<file path="config.mk">
export PLATFORM = sky130hd
export DESIGN_NAME = sort_engine
export DESIGN_NICKNAME = d
export VERILOG_FILES = /design/src/rtl/sort_engine.sv
export SDC_FILE = /design/constraint.sdc
export NUM_CORES = 1
export LEC_CHECK = 0
export ABC_AREA = 1
export BUFFER_PORTS_ARGS = -buffer_cell sky130_fd_sc_hd__buf_2
export CAP_MARGIN = 10
export CELL_PAD_IN_SITES_DETAIL_PLACEMENT = 1
export CELL_PAD_IN_SITES_GLOBAL_PLACEMENT = 1
export CORE_ASPECT_RATIO = 1.5
export CORE_MARGIN = 1
export CORE_UTILIZATION = 30
export CTS_BUF_LIST = sky130_fd_sc_hd__clkbuf_4 sky130_fd_sc_hd__clkbuf_8
export CTS_CLUSTER_DIAMETER = 150
export DETAILED_ROUTE_END_ITERATION = 7
export GPL_TIMING_DRIVEN = 0
export HOLD_SLACK_MARGIN = 0.15
export PLACE_DENSITY_LB_ADDON = 0.2
export SKIP_LAST_GASP = 1
export SYNTH_ARGS = -nofsm -noshare
export SYNTH_HDL_FRONTEND = slang
export SYNTH_SLANG_ARGS = --single-unit
</file>
<file path="constraint.sdc">
create_clock -name CLK100MHZ -period 5.2 [get_ports CLK100MHZ]
set_input_delay 0.52 -clock CLK100MHZ [delete_from_list [all_inputs] [get_ports CLK100MHZ]]
set_output_delay 0.52 -clock CLK100MHZ [all_outputs]
set_load 0.02 [all_outputs]
</file>
<file path="src/rtl/sort_engine.sv">
// In-place bubble sorter for an async-read / sync-write distributed RAM.
// Sorts entries 0..n_last ascending or descending and stops early after a pass with no swap.
//
// state | meaning
// IDLE  | waiting for start; mem_a=0, mem_we=0
// RD    | read entry i into x
// CMP   | read entry i+1 into y; on swap write x to i+1
// WB    | write y to i (second half of a swap)
// DONE  | one-cycle done pulse
module sort_engine #(
    parameter int DATA_W = 16,
    parameter int ADDR_W = 8,
    parameter int CNT_W  = 24
) (
    input  logic              CLK100MHZ,
    input  logic              rstn,
    input  logic              start,
    input  logic              descend,
    input  logic [ADDR_W-1:0] n_last,
    input  logic [DATA_W-1:0] mem_spo,
    output logic [ADDR_W-1:0] mem_a,
    output logic [DATA_W-1:0] mem_d,
    output logic              mem_we,
    output logic              busy,
    output logic              done,
    output logic [CNT_W-1:0]  cycles
);

    typedef enum logic [2:0] {
        S_IDLE,
        S_RD,
        S_CMP,
        S_WB,
        S_DONE
    } state_t;

    state_t            state_q, state_d;
    logic [ADDR_W-1:0] i_q, i_d;
    logic [ADDR_W-1:0] bound_q, bound_d;
    logic [DATA_W-1:0] x_q, x_d;
    logic [DATA_W-1:0] y_q, y_d;
    logic              swapped_q, swapped_d;
    logic              mode_q, mode_d;
    logic [CNT_W-1:0]  cycles_q, cycles_d;

    logic [ADDR_W-1:0] i_nxt;
    logic [CNT_W-1:0]  cycles_inc;
    logic              need;
    logic              advance;

    assign i_nxt      = i_q + ADDR_W'(1);
    assign cycles_inc = (cycles_q == '1) ? cycles_q : cycles_q + CNT_W'(1);
    // Strict compare: equal neighbours never swap, which keeps the sort stable.
    assign need       = mode_q ? (x_q < mem_spo) : (x_q > mem_spo);
    assign cycles     = cycles_q;

    always_ff @(posedge CLK100MHZ or negedge rstn) begin
        if (!rstn) begin
            state_q   <= S_IDLE;
            i_q       <= '0;
            bound_q   <= '0;
            x_q       <= '0;
            y_q       <= '0;
            swapped_q <= 1'b0;
            mode_q    <= 1'b0;
            cycles_q  <= '0;
        end else begin
            state_q   <= state_d;
            i_q       <= i_d;
            bound_q   <= bound_d;
            x_q       <= x_d;
            y_q       <= y_d;
            swapped_q <= swapped_d;
            mode_q    <= mode_d;
            cycles_q  <= cycles_d;
        end
    end

    always_comb begin
        state_d   = state_q;
        i_d       = i_q;
        bound_d   = bound_q;
        x_d       = x_q;
        y_d       = y_q;
        swapped_d = swapped_q;
        mode_d    = mode_q;
        cycles_d  = cycles_q;
        mem_a     = '0;
        mem_d     = '0;
        mem_we    = 1'b0;
        busy      = 1'b0;
        done      = 1'b0;
        advance   = 1'b0;

        case (state_q)
            S_IDLE: begin
                if (start) begin
                    mode_d    = descend;
                    bound_d   = n_last;
                    i_d       = '0;
                    swapped_d = 1'b0;
                    cycles_d  = '0;
                    state_d   = (n_last == '0) ? S_DONE : S_RD;
                end
            end
            S_RD: begin
                busy     = 1'b1;
                mem_a    = i_q;
                x_d      = mem_spo;
                cycles_d = cycles_inc;
                state_d  = S_CMP;
            end
            S_CMP: begin
                busy     = 1'b1;
                mem_a    = i_nxt;
                y_d      = mem_spo;
                cycles_d = cycles_inc;
                if (need) begin
                    mem_d     = x_q;
                    mem_we    = 1'b1;
                    swapped_d = 1'b1;
                    state_d   = S_WB;
                end else begin
                    advance = 1'b1;
                end
            end
            S_WB: begin
                busy     = 1'b1;
                mem_a    = i_q;
                mem_d    = y_q;
                mem_we   = 1'b1;
                cycles_d = cycles_inc;
                advance  = 1'b1;
            end
            S_DONE: begin
                done    = 1'b1;
                state_d = S_IDLE;
            end
            default: state_d = S_IDLE;
        endcase

        // i+1 reaches bound before it could wrap, so n_last = all-ones is safe.
        if (advance) begin
            if (i_nxt != bound_q) begin
                i_d     = i_nxt;
                state_d = S_RD;
            end else if (!swapped_q || bound_q == ADDR_W'(1)) begin
                state_d = S_DONE;
            end else begin
                bound_d   = bound_q - ADDR_W'(1);
                i_d       = '0;
                swapped_d = 1'b0;
                state_d   = S_RD;
            end
        end
    end

endmodule
</file>
==> results of run 1 <==
-- repair_timing --
item | in CTS | in global routing
resized for setup | 0 | 0
hold endpoints to repair | 36 | 0
hold buffers | 1 | 0
-- worst min-delay path, stage by stage --
cell and delay, ns:
buf_2 0.07, nand2_1 0.04, o21ai_0 0.06
-- power groups by stage --
stage	Combinational [µW]	Sequential (µW)	Clock, µW
detailed placement	1770	948	0
finish	1750	936	429
floorplan	1200	919	0
CTS	1780	937	453
global route	1960	964	475
global placement	1700	940	0
-- worst paths after layout --
check	slack, ns	end	cells after the start	startpoint
min in group asynchronous	0.67	cycles[23]	2	rstn
max in group asynchronous	3.92	x_q[13]	3	rstn
hold reg to reg	0.52	x_q[6]	2	x_q[6]
setup / recovery	1.82	mem_d[7]	13	x_q[15]
hold / removal	0.37	mode_q	3	descend
setup reg to reg	2.75	i_q[3]	13	x_q[15]
-- area by class of cell --
type / count / area (µm²) / area share (%)
Inverter: 97 / 364 / 6.07
Tap cell: 210 / 263 / 4.38
Multi-Input combinational cell: 523 / 2710 / 45.1
Buffer: 25 / 136 / 2.27
Timing Repair Buffer: 80 / 430 / 7.17
Clock buffer: 13 / 166 / 2.77
Clock inverter: 1 / 7.51 / 0.125
Sequential cell: 77 / 1930 / 32.1
-- cell families after synthesis --
group	count (synthesis)	synth area share [%]
AND/OR/NAND/NOR	371	32.9
adder cells (fa/ha/maj)	20	4.87
XOR/XNOR	14	2.39
AO/OA/AOI/OAI	118	12.6
buffers and inverters	122	9.74
flip-flops	77	37.5
-- layout by cell type, fill, tap and decap left out, types with 3 or more instances in the layout --
| cell type | n |
|---|---|
| inv_2 | 4 |
| o21ai_0 | 73 |
| inv_1 | 91 |
| buf_2 | 83 |
| dfrtp_1 | 77 |
| nand2_1 | 206 |
| ha_1 | 20 |
| o22ai_1 | 6 |
| nor2_4 | 5 |
| xnor2_1 | 6 |
| buf_4 | 4 |
| clkbuf_8 | 11 |
| nor4_1 | 4 |
| nor2_1 | 43 |
| nand3_1 | 70 |
| o21ai_2 | 9 |
| nand2_2 | 11 |
| buf_6 | 3 |
| nor2_2 | 3 |
| a21oi_1 | 23 |
| clkbuf_1 | 11 |
| o31ai_1 | 3 |
| xor2_1 | 8 |
| nand4_1 | 11 |
| nor3_1 | 7 |
-- stage by stage --
stage	area, µm²	power (µW)	hold WS, ns	utilization (%)	worst slack (ns)
detailed placement	5820	2720	0.506	34.7	1.97
finish	6000	3110	0.367	35.8	1.82
global placement	5790	2640	0.499	34.5	2.02
CTS	6000	3170	0.342	35.8	1.79
global route	6000	3400	0.377	35.8	1.55
floorplan	5140	2120	0.224	-	2.57
-- routing by layer --
layer / track usage (%) / wire (µm)
met5: 0 / 0
met4: 8.60 / 366
met3: 2.49 / 445
met2: 37.2 / 8910
met1: 22.7 / 6850
-- registers in the layout (all words and copies together) (netlist names) --
signal,flops
bound_q,8
cycles,24
i_q,8
mode_q,1
state_q,3
swapped_q,1
x_q,16
y_q,16
==> summary.md, run 1 <==
The share of total power dissipated in combinational logic is 56.1%. Counting stages on the worst path, the most repeated cell is nand3_1. The x dimension of the die is 109 µm.

Of the total power, the clock network draws 13.8%. The detail route stage leaves a number of antenna-violating nets equal to 0. The cell area power density works out to 518 mW/mm². The logs give 0 for the number of setup violations in the final report and 1590 µW for the switching power of the nets. Data on the critical path arrives at its endpoint at 2.86 ns. The flow ran to the end, and the final reports show no timing, DRC or antenna violations. The wire-length estimate of the detail-placed layout is 13100 µm. The repair_antennas step left the layout with diodes totalling 0. The clock period could shrink to 3.38 ns. The DRC violation count after routing was 0.

For this block, the initial DRC count from the detailed router was 121. Between clock sinks in the finished design, the worst skew comes to 0.00864 ns. Grouping stages by cell kind, the critical path spends the most delay in simple AND/OR/NAND/NOR gates. Counting tap cells, the placed design contains a total of 1011 instances. After detailed routing, the number of vias per cell comes to 4.95. In this run the tightest slew margin relative to its limit is 56.7%. The number of antenna violations at the first check in global routing is 0, and the number of core rows is 58. Among all flip-flop cells after synthesis, the most frequent one is dfrtp_1. The source-to-sink clock delay at the later pin of the worst-skew pair was 0.37 ns. The total detailed-routing wirelength is 16600 µm, and the highest cell delay on the worst timing path is 0.40 ns. The height of the die works out to 162 µm. The maximum ir drop on the vdd rail was 0.000227 V.

The tools report the launching element type of the critical path as a register. The run gives 0 as the Yosys warning count. Port buffering added 78 buffers. Setup repair after global routing left no endpoint under its margin. Of the total power, the share spent switching nets is 51.0%. The number of pins exceeding their max-slew limit in the final report came out at 0. In this run the standard cell core region covers 0.0168 mm². The first detailed-routing pass took 4 iterations. The initial utilization of the core area, before any placement, comes to 30.6%. The sequential cell area fraction in the yosys report was 37.5%; the maximum fanout along the worst path was 10. The net count of the mapped netlist is 770, and the number of standard cells in the layout, taps in and fillers out is 1026. The first global-routing pass estimated 27400 µm of wire.

The average routed wire per standard cell was 16.2 µm; the synthesized cell area was 0.00514 mm². By instance count, the leading cell after synthesis is nand2_1. The number of flip-flops and latches in the synthesized netlist came out at 77. In the final timing run, aggregate negative setup slack is 0 ns. The internal portion of the total power is 1520 µW. The type of the worst min-delay path was in -> reg. The area share of the largest cell type after synthesis works out to 37.5%. The floorplan step defined a die boundary enclosing 0.0177 mm².

The number of enable flip-flop cells after synthesis was 0. The number of buffers created by CTS was 9; the worst path required time was 4.68 ns. A synthesized cell averages 7.11 µm². The number of endpoints with negative hold slack in the final report came out at 0. After clock tree synthesis, the clock-pin slew on the worst setup and hold paths is 0.08 ns. Based on the critical path, the design can be clocked at up to 296 MHz.

dfrtp_1 takes more of the synthesized area than any other cell. Sorting the synthesized cells by area gives the leading types as dfrtp_1, nand2_1, o21ai_0, nand3_1, inv_1. Max-cap violations in this run came to 0.

The leakage power was 0.00308 µW; the synthesized instance count was 722. The tools report the number of top-level design ports as 79. The capturing element type of the critical path was an output port.

Sequential cell fraction of total power: 30.1%. The number of filler cells placed in the layout is 2146. The final layout contains 861 nets. The root buffer cell chosen for the clock tree is clkbuf_8. The run gives 5607 as the via count of the first global-routing pass. TritonCTS built the clock tree. Yosys mapped the design onto 39 distinct sky130hd cell types. Walking the worst path, the cells encountered are ha_1 -> nand2_1 -> nor2_1 -> nand2_1 -> nor2_1 -> a21oi_1 -> nand3_1 -> nand3_1 -> inv_1 -> buf_2 -> nand3_1 -> o21ai_0 -> buf_2.

The number of buffers and inverters on the critical path is 3. Of the cells placed in the final design, the portion with a size suffix greater than 1 is 18.0%. For this run the aggregate overflow at the end of global routing stands at 0. Share of the cycle needed by the critical path after routing: 65.0%. H-tree level count: 3. For this design, the sink count on the clock tree is 77.

After clock tree synthesis, the setup repair step added 0 buffers. The tools report the weighted congestion at the end of routability-driven global placement as 0.828. The setup path with the least slack is of type reg -> out. Growth of design area from synthesis to finish: 16.9%. Of all flip-flops after synthesis, the portion carrying an async set or reset was 100%. Entering global routing, the biggest net connects 42 pins. Global routing used 20.1% of the available tracks. On the critical path, the stage with the largest delay is an instance of dfrtp_1. Summing over every cut layer, the via total after detailed routing is 5078. The slew of the pin with the lowest slew margin came out at 0.648 ns.

For the maximum clock insertion buffer count, the log shows 2. Sorting the synthesized cells by how often they occur yields nand2_1, inv_1, dfrtp_1.
No activity file was read; power rests on OpenSTA's default activity.
==> run 2: changes to the inputs <==
==> constraint.sdc (replaced) <==
create_clock -name CLK100MHZ -period 2.95 [get_ports CLK100MHZ]
set_input_delay 0.295 -clock CLK100MHZ [delete_from_list [all_inputs] [get_ports CLK100MHZ]]
set_output_delay 0.295 -clock CLK100MHZ [all_outputs]
set_load 0.02 [all_outputs]
==> summary.md, run 2 (synthesis results as in run 1) <==
The number of top-level design ports is 79. The TritonCTS sink count came out at 77. The number of antenna diodes was 0. Setup repair after global routing could not meet its margin everywhere.

The register with the most flip-flops in the layout has 24 of them. For the worst-skew pair, the clock arrives at the later sink with an insertion delay of 0.37 ns. The signal on the critical path passes through clkbuf_2 -> inv_1 -> nand2_1 -> nor2_2 -> clkinv_1 -> o21ai_0 -> buf_2.

Of the available clock period, the critical path in the final layout requires 93.7%. After layout, the minimum clock period comes to 2.77 ns. The x dimension of the die works out to 109 µm. In the final layout, flip-flops and latches occupy 0.00193 mm². The average routed wire per standard cell came out at 16.1 µm. The detailed-placement wirelength estimate is 13100 µm. The critical register-to-register path startpoint was i_q[0]. In this run the number of H-tree levels came out at 3. The layout net count came out at 876. Along the worst path, the maximum fanout reaches 9. Together, buffers and inverters on the worst path number 4. The DRC violation count after routing was 0. In this run the cell area measured after placement is 0.00582 mm². Sequential cells account for 29.5% of the total power. The worst hold margin was 0.165 ns.

Summed over all layers, the routed wires come to 16800 µm. Per report_power, the combinational group accounts for 56.9% of the total. The clock transition time at the flip-flop clock pins of the worst setup and hold paths was 0.08 ns; the growth of design area from synthesis to finish was 20.4%.

The area of the die is 0.0177 mm². The logs give 414 µm for the detailed route wirelength on metal3 and 5177 for the count of vias placed by the detailed router. The via count of the first global-routing pass was 5673.

The tree is rooted in a clkbuf_8. TritonCTS built the clock tree. For the number of antenna violations at the first check in global routing, the log shows 0. The number of port buffers came out at 78. The number of standard cells in the layout, taps in and fillers out is 1041. The clock arrives with 0.00866 ns of skew. For this block, wires on met1 add up to 6910 µm.

For this configuration, the core starts out at a cell density of 30.6%. For the peak clock frequency supported by timing, the log shows 362 MHz. In the layout the commonest cells are nand2_1, inv_1, buf_2. The first detailed-routing pass ran for 4 iterations.

The critical path data arrival time came out at 2.47 ns. The kind of cell adding the most delay to the critical path was buffers and inverters. The tools report the max-capacitance violation count as 0.

The tools report the launch point of the worst hold path as mem_spo[1]. The violation count after the first detailed-route iteration is 131, and the mean number of vias per cell is 4.97. The tools report the maximum clock insertion buffer count as 2.

The worst setup path is captured at an output port. STA classifies the critical path startpoint as a register. Measured against its own limit, the worst slew margin works out to 59.1%. In this run the core area contains 58 standard-cell rows.

In this run the remaining antenna-violating nets after routing total 0. Routed signal wires occupy layers up through met4. The total area inside the core boundary comes to 0.0168 mm². The largest single stage delay on the critical path is 0.43 ns. The clock network is responsible for 13.6% of the overall power. The congestion estimate from routability-driven global placement came to 0.828. The summed negative setup slack over all endpoints is 0 ns, and the cell count after placement is 1011. Dividing total power by cell area gives a power density of 905 mW/mm².

The library cell used most frequently in the layout, excluding fill and tap cells, is nand2_1. The logs give 0.00273 mm² for the area taken by multi-input logic gates and 20.3% for the overall fraction of global-route tracks in use. The largest individual stage delay along the critical path comes from the cell clkinv_1. The logs give 2146 for the number of filler cells placed in the layout and 9 for the number of buffers created by CTS. For this design the total switching power over the nets is 2840 µW.

The leftover overflow at the end of global routing is 0, and the internal portion of total power is 2760 µW. Cells fill 36.9% of the core in the end. The beginning of the critical path was state_q[2]. Data on the critical path is required at its endpoint by 2.65 ns. The post-route netlist has 18.9% of its cells at a drive strength greater than 1.

Entering global routing, the biggest net connects 42 pins. After routing the design area is 0.00619 mm². VDD sags by at most 0.000403 V. In this run the static leakage power is 0.00315 µW.

The die is 162 µm tall. The flow ran to the end, and the final reports show no timing, DRC or antenna violations. The first global-routing pass estimated 27600 µm of wire. The type of the worst min-delay path was in -> reg. In this run switching power makes up 50.7% of total power. By startpoint and endpoint, the worst setup path is classified as reg -> out. The slew of the pin with the lowest slew margin works out to 0.614 ns. The number of pins exceeding their max-slew limit in the final report is 0. For the number of setup violations in the final report, the log shows 0. The logs give 0 for the number of endpoints with negative hold slack in the final report and 9050 µm for the met2 wire length.
## run 2: layout make-up
cell class                      instances  share of cell area (%)
Buffer                                 25                    2.31
Clock buffer                           13                    2.69
Clock inverter                          1                   0.121
Inverter                               97                    5.89
Multi-Input combinational cell        523                    44.1
Sequential cell                        77                    31.1
Tap cell                              210                    4.25
Timing Repair Buffer                   95                    9.47
## run 2: power by group through the flow
stage,logic (µW),clock network [µW],registers (µW)
floorplan,2120,0,1620
global route,3560,841,1700
finish,3180,760,1650
global placement,3000,0,1660
CTS,3190,799,1650
detailed placement,3120,0,1670
## run 2: tightest hold or removal path: stages
cell	delay (ns)
buf_2	0.09
nand2_1	0.04
o21ai_0	0.07
## run 2: stage by stage
step / setup WS, ns / total power (µW)
2_1_floorplan: 0.714 / 3740
6_report: 0.185 / 5600
3_3_place_gp: 0.218 / 4660
3_5_place_dp: 0.165 / 4790
5_1_grt: -0.0117 / 6100
4_1_cts: -0.0122 / 5640
## run 2: final timing paths
kind	cells past startpoint	end	slack, ns
max	7	mem_a[1]	0.18
max reg2reg	10	bound_q[7]	0.56
min reg2reg	2	x_q[15]	0.52
max in group asynchronous	3	x_q[13]	1.90
min in group asynchronous	2	cycles[23]	0.44
min	3	y_q[1]	0.16
## run 2: timing repair
| action | in CTS | in global routing |
|---|---|---|
| resized for setup | 3 | 15 |
| endpoints found under the setup margin | 16 | 17 |
| hold buffers | 14 | 0 |
| setup buffers | 2 | 0 |
| endpoints found under the hold margin | 49 | 0 |
| pin swaps | 0 | 2 |
## run 2: per-layer routing
layer  track usage [%]  up-vias
met3              2.37       28
met1              22.9     2532
met2              37.5       81
li1                  -     2536
met4              8.85        0
met5                 0        -
